**src/rtl/even_odd_seq_monitor_if.sv**
```systemverilog
// Stream bus between an even/odd counter source and its sequence monitor.
// The source drives samples; the monitor returns lock and error status.
interface even_odd_seq_monitor_if #(
    parameter int W     = 3,
    parameter int ERR_W = 8
);
    logic             in_en;
    logic [W-1:0]     q_in;
    logic             locked;
    logic             odd_mode;
    logic             err;
    logic             parity_flip;
    logic [ERR_W-1:0] err_count;

    modport master (
        output in_en, q_in,
        input  locked, odd_mode, err, parity_flip, err_count
    );

    modport slave (
        input  in_en, q_in,
        output locked, odd_mode, err, parity_flip, err_count
    );
endinterface

```
**src/rtl/even_odd_seq_monitor.sv**
```systemverilog
// Locks onto an even or odd +2 count stream and flags broken steps.
// Errors are only counted once lock has been established.
module even_odd_seq_monitor #(
    parameter int W      = 3,
    parameter int LOCK_N = 2,
    parameter int ERR_W  = 8
) (
    input  logic                  clk,
    input  logic                  rst,
    even_odd_seq_monitor_if.slave bus
);
    typedef enum logic [1:0] {
        IDLE   = 2'd0,
        ACQ    = 2'd1,
        LOCKED = 2'd2
    } state_e;

    state_e           state_q, state_d;
    logic [W-1:0]     last_q, last_d;
    logic [3:0]       run_q, run_d;
    logic             locked_q, locked_d;
    logic             odd_q, odd_d;
    logic             err_q, err_d;
    logic             pflip_q, pflip_d;
    logic [ERR_W-1:0] cnt_q, cnt_d;

    logic [W-1:0]     next_exp;
    logic [3:0]       run_inc;
    logic             good;

    // Step arithmetic wraps naturally in W bits (6->0, 7->1 at W=3)
    assign next_exp = last_q + W'(2);
    assign good     = (bus.q_in == next_exp);
    assign run_inc  = run_q + 4'd1;

    always_comb begin
        state_d  = state_q;
        last_d   = last_q;
        run_d    = run_q;
        locked_d = locked_q;
        odd_d    = odd_q;
        cnt_d    = cnt_q;
        err_d    = 1'b0;
        pflip_d  = 1'b0;
        if (bus.in_en) begin
            unique case (state_q)
                IDLE: begin
                    last_d  = bus.q_in;
                    run_d   = 4'd0;
                    state_d = ACQ;
                end
                ACQ: begin
                    last_d = bus.q_in;
                    if (!good) begin
                        run_d = 4'd0;
                    end else if (run_inc == 4'(LOCK_N)) begin
                        state_d  = LOCKED;
                        locked_d = 1'b1;
                        odd_d    = bus.q_in[0];
                        run_d    = 4'd0;
                    end else begin
                        run_d = run_inc;
                    end
                end
                LOCKED: begin
                    last_d = bus.q_in;
                    if (!good) begin
                        err_d    = 1'b1;
                        pflip_d  = bus.q_in[0] ^ odd_q;
                        locked_d = 1'b0;
                        run_d    = 4'd0;
                        state_d  = ACQ;
                        if (cnt_q != '1) begin
                            cnt_d = cnt_q + ERR_W'(1);
                        end
                    end
                end
                default: state_d = IDLE;
            endcase
        end
    end

    always_ff @(posedge clk) begin
        if (rst) begin
            state_q  <= IDLE;
            last_q   <= '0;
            run_q    <= '0;
            locked_q <= 1'b0;
            odd_q    <= 1'b0;
            err_q    <= 1'b0;
            pflip_q  <= 1'b0;
            cnt_q    <= '0;
        end else begin
            state_q  <= state_d;
            last_q   <= last_d;
            run_q    <= run_d;
            locked_q <= locked_d;
            odd_q    <= odd_d;
            err_q    <= err_d;
            pflip_q  <= pflip_d;
            cnt_q    <= cnt_d;
        end
    end

    assign bus.locked      = locked_q;
    assign bus.odd_mode    = odd_q;
    assign bus.err         = err_q;
    assign bus.parity_flip = pflip_q;
    assign bus.err_count   = cnt_q;
endmodule

```
**src/flat_wrapper.sv**
```systemverilog
// flat-port wrapper written by rule: the top's interface ports become plain ports
module even_odd_seq_monitor_flat 
#(
    parameter int W      = 3,
    parameter int LOCK_N = 2,
    parameter int ERR_W  = 8
)
  (clk, rst, bus_in_en, bus_q_in, bus_locked, bus_odd_mode, bus_err, bus_parity_flip, bus_err_count);
  even_odd_seq_monitor_if #(.W(W), .ERR_W(ERR_W)) bus_i ();
  input  logic clk;
  input  logic rst;
  input wire logic [$bits(bus_i.in_en)-1:0] bus_in_en;
  input wire logic [$bits(bus_i.q_in)-1:0] bus_q_in;
  output wire logic [$bits(bus_i.locked)-1:0] bus_locked;
  output wire logic [$bits(bus_i.odd_mode)-1:0] bus_odd_mode;
  output wire logic [$bits(bus_i.err)-1:0] bus_err;
  output wire logic [$bits(bus_i.parity_flip)-1:0] bus_parity_flip;
  output wire logic [$bits(bus_i.err_count)-1:0] bus_err_count;
  assign bus_i.in_en = bus_in_en;
  assign bus_i.q_in = bus_q_in;
  assign bus_locked = bus_i.locked;
  assign bus_odd_mode = bus_i.odd_mode;
  assign bus_err = bus_i.err;
  assign bus_parity_flip = bus_i.parity_flip;
  assign bus_err_count = bus_i.err_count;
  even_odd_seq_monitor #(.W(W), .LOCK_N(LOCK_N), .ERR_W(ERR_W)) u_core (.clk(clk), .rst(rst), .bus(bus_i));
endmodule
```
**config.mk**
```make
export PLATFORM = sky130hd
export DESIGN_NAME = even_odd_seq_monitor_flat
export DESIGN_NICKNAME = d
export VERILOG_FILES = /design/src/rtl/even_odd_seq_monitor_if.sv /design/src/rtl/even_odd_seq_monitor.sv /design/src/flat_wrapper.sv
export SDC_FILE = /design/constraint.sdc
export NUM_CORES = 1
export LEC_CHECK = 0
export CELL_PAD_IN_SITES_DETAIL_PLACEMENT = 1
export CELL_PAD_IN_SITES_GLOBAL_PLACEMENT = 2
export CORE_MARGIN = 5
export CORE_UTILIZATION = 33
export CTS_CLUSTER_SIZE = 16
export DETAILED_ROUTE_END_ITERATION = 12
export PLACE_DENSITY = 0.9
export SYNTH_ARGS = -nofsm -noshare
export SYNTH_HDL_FRONTEND = slang
export SYNTH_SLANG_ARGS = --single-unit
```
**constraint.sdc**
```tcl
create_clock -name clk -period 5.7 [get_ports clk]
set_clock_uncertainty 0.2 [all_clocks]
set_input_delay 0.57 -clock clk [delete_from_list [all_inputs] [get_ports clk]]
set_output_delay 0.57 -clock clk [all_outputs]
set_load 0.1 [all_outputs]
```
# Word-level counts from Yosys, hierarchy flattened
# Index checks and enable logic that the tools add are counted.
# word_totals
regBits,21
in_bits,6
output_inout_bits,12
word_cells,48
# op_classes
n_addsub,3
eq_ne,8
muxes,13
bitwise,4
reduce_logical,12
# ops
cell,n
2-to-1 mux 4 bit,3
case mux 4 bit (3 select lines),1
AND reduction 4 bit,3
"adder 8 x 1 -> 8 bit, second input constant",1
"!= test 8 bit, second input constant",1
2-to-1 mux 2 bit,3
case mux 2 bit (3 select lines),1
OR reduction 3 bit,2
AND reduction 5 bit,1
"adder 4 x 1 -> 4 bit, second input constant",1
"== test 4 x 2 -> 1 bit, second input constant",1
2-to-1 mux 1 bit,4
"!= test 2 x 1 -> 1 bit, second input constant",2
OR reduction 4 bit,1
"adder 3 x 2 -> 3 bit, second input constant",1
== test 3 bit,1
inverter 1 bit,3
AND reduction 3 bit,1
nonzero test 3 bit,1
"== test 2 x 1 -> 1 bit, second input constant",1
"== test 2 bit, second input constant",1
logical NOT 2 bit,1
"!= test 2 bit, second input constant",1
case mux 1 bit (2 select lines),1
3 further kinds,3

# Depth between registers and ports, before layout
# depth
ltp_word,5
mapped_depth,6
ltp_nobuf,6

# Least setup slack after synthesis
# No wires, ideal clock.
# synth_path
path_kind,reg2reg
from,register u_core.cnt_q[1] (netlist: u_core.bus.err_count[1])
to,register u_core.cnt_q[5] (netlist: u_core.bus.err_count[5])
setup_time_ns,0.121
arrival_time_ns,2.173
t_required_ns,5.379
setup_slack_ns,3.206
stages_incl_launch_ff,7
path_buffers,0
synth_period_minus_slack_ns,2.494
path_cell_list,dfxtp_1 > ha_1 > nand2_1 > or3_1 > nand2_1 > nor4_1 > mux2_2
# synth_between
elab_chain_cells,2
elab_cells_between_ends,3
classes_between,1 x add/sub; 1 x eq/ne; 1 x reduce/logical
# synth_rtl
element,line_no,rtl
from (decl),even_odd_seq_monitor.sv:25,"logic [ERR_W-1:0] cnt_q, cnt_d;"
from (signal assigned),even_odd_seq_monitor.sv:101,cnt_q <= cnt_d;
"parallel branches: the longest is 2 deep, another holds adder 8 x 1 -> 8 bit",n/a,
# Parallel ways; which one is timed is not known.
# A chain may end at the register's enable or synchronous reset.

# Worst setup path after layout
# layout_path
from,register u_core.cnt_q[2] (netlist: u_core.bus.err_count[2])
to,output bus_err_count[2]
# layout_lines
element,line_no,rtl
to (decl),flat_wrapper.sv:18,output wire logic [$bits(bus_i.err_count)-1:0] bus_err_count;
# No word-level cell between the ends.

==> run metrics <==
DR WL met3=89 um; RSZ-0062 raised after global routing=false; DP Area=0.00130 mm2; Final Hold Viols=0; Post-Route Setup TNS=0 ns; Setup crit end kind=primary output; ys async rst share=0%; CP cell instances=clkdlybuf4s50_1; DRC Markers=0; Core Rows=20; Finished Cell Area=0.00133 mm2; post-layout min period=2.74 ns; Syn Area/Cell=8.66 um2; antenna violations before repair=0; CTS max path bufs=2; Root Driver=clkbuf_4; nets=153; Post-Syn Instances=126; Critical Path Fanout Max=7; core area=0.00310 mm2; dominant cell type by area after synthesis=dfxtp_1; status=complete, no violations; buffers plus inverters on the worst setup path=1; Slowest Stage Delay on Critical Path=1.18 ns; First-pass DRT Iterations=3; cell family contributing the most delay on the critical path=buffers and inverters; number of synthesized flops with an enable pin=0; TritonCTS buffer count=3; die height=67.5 um; post-synthesis cell type count=40; vias in the first global route=1010; post-CTS setup buffer count=0; total routed wirelength=2660 um; Max IR drop VDD=0.0000831 V; Setup Crit Path Kind=flop to primary output; Post-Syn Nets=135; Worst-path clk slew=0.13 ns; Worst Setup Start Kind=flop; GRT Total Usage=13.2%; Syn-to-layout area delta=21.9%; highest routed layer=met4; post-CTS sizing=0; die area=0.00456 mm2; die width=67.5 um; max-cap viol count=0; P_leak=0.454 nW; CTS HTree Levels=1; first-pass GRT wire length=4510 um; initial core utilization=35.2%; final setup vio count=0; Finished Core Util=42.9%; Worst EP required=4.93 ns; Iter 0 DRT Violations=13; WL met2=1280 um; Tot Pwr=0.000252 W; sequential area share after synthesis=38.5%; Port-buffer cells=17; I/O pins=18; fin. max-slew vios=0; fmax=366 MHz; Final period util=48.0%; clk_lat worst skew=0.32 ns; CTS tree=built; Slowest-stage cell, CP=clkdlybuf4s50_1; top cell type's share of synthesized area=38.5%; WL per Instance=14.2 um; Primary FF master, synth=dfxtp_1; global route overflow=0; layout cell share with drive strength beyond 1=7.69%; worst slew margin relative to its limit=34.7%; Yosys warning count=0; post-synthesis cell area=0.00109 mm2; Layout fillers=396; Worst EP arrival=1.97 ns; M1 WL=1230 um; post-synthesis register bit count=21; leading post-synthesis cells by cell area=dfxtp_1 (39%), mux2i_1 (4.6%), nand2_1 (3.8%); Post-CTS Hold Buffers=0; Sinks on Clock Net=21; PD cells=190 mW/mm2; worst slew pin tran=0.976 ns; worst min-delay path class=flop to flop; largest net degree at the start of global routing=20; antenna viol nets, final=0; vias=1006; n_diodes=0; detailed placement HPWL=2020 um; Placer Congestion=0.739; vias per cell=5.38
[cell usage in the layout (no fill, tap or decap), types with 2 or more instances in the layout]
master           instances
dfxtp_1                 21
clkdlybuf4s50_1         17
nand2_1                 11
a21oi_1                  8
nor2_1                   8
inv_1                    7
nor2b_1                  5
mux2i_1                  5
or3_1                    5
nand3_1                  5
o31ai_1                  5
or4_1                    5
o21ai_0                  4
nor3_1                   3
ha_1                     3
clkbuf_4                 3
xnor2_1                  2
nor4_1                   2
[final cells by class]
| type | instances | area, um2 | area share (%) |
|---|---|---|---|
| Clock buffer | 4 | 26.3 | 1.98 |
| Inverter | 7 | 26.3 | 1.98 |
| Multi-Input combinational cell | 93 | 624 | 46.9 |
| Sequential cell | 21 | 420 | 31.6 |
| Tap cell | 44 | 55.1 | 4.14 |
| Timing Repair Buffer | 18 | 178 | 13.4 |
[metal layers]
| metal | global-route usage (%) | vias to the layer above |
|---|---|---|
| met4 | 6.84 | 0 |
| li1 | - | 499 |
| met5 | 0 | - |
| met1 | 15.8 | 486 |
| met3 | 2.33 | 5 |
| met2 | 22.5 | 16 |
[registers in the layout (all words and copies together) (netlist names)]
signal and count:
u_core.bus.err 1, u_core.run_q 4, u_core.bus.err_count 8, u_core.state_q 2
u_core.bus.parity_flip 1, u_core.last_q 3, u_core.bus.odd_mode 1, u_core.bus.locked 1
[logic make-up (layout without fill, tap and decap cells)]
family                     Yosys count  after routing  synth area share, %
AOI/OAI and AO/OA                   31             31                 21.0
xor gates and xnor gates             3              3                 2.41
and+or+nand+nor                     50             50                 24.8
muxes                                6              6                 5.62
buffers and inverters               12             29                 4.24
DFF                                 21             21                 38.5
adders and majority gates            3              3                 3.44
[where the power goes]
part	leakage, nW	internal [W]	switching [W]
logic	0.269	0.00000947	0.0000150
clock network	0.0150	0.0000274	0.0000498
registers	0.170	0.000149	0.00000185
total	0.454	0.000186	0.0000667
[per-stage QoR]
step / hold slack, ns / worst slack, ns / std cells
6_report: 0.318 / 2.96 / 187
5_1_grt: 0.350 / 2.90 / 187
4_1_cts: 0.322 / 2.96 / 187
3_5_place_dp: 0.304 / 2.70 / 183
3_3_place_gp: 0.288 / 2.84 / 183
2_1_floorplan: 0.276 / 3.21 / 126
[synth_stat cells, types with 2 or more instances]
master,instances
nor3_1,3
dfxtp_1,21
or3_1,5
inv_1,7
nand2_1,11
o21ai_0,4
nor2_1,8
a21oi_1,8
mux2i_1,5
nor4_1,2
ha_1,3
clkbuf_1,4
nand3_1,5
nor2b_1,5
or4_1,5
xnor2_1,2
o31ai_1,5
[path summary, 6_finish.rpt]
path / startpoint / to / depth (start not counted) / slack, ns
worst max-delay path: u_core.bus.err_count[2]$_SDFFE_PP0P_ / bus_err_count[2] / 1 / 2.96
worst min-delay path: u_core.bus.err_count[6]$_SDFFE_PP0P_ / u_core.bus.err_count[6]$_SDFFE_PP0P_ / 2 / 0.32
worst max register to register: u_core.last_q[2]$_SDFFE_PP0P_ / u_core.bus.err_count[5]$_SDFFE_PP0P_ / 5 / 3.42
worst min register to register: u_core.bus.err_count[6]$_SDFFE_PP0P_ / u_core.bus.err_count[6]$_SDFFE_PP0P_ / 2 / 0.32
Note: power is estimated with default switching activity, not from simulation.
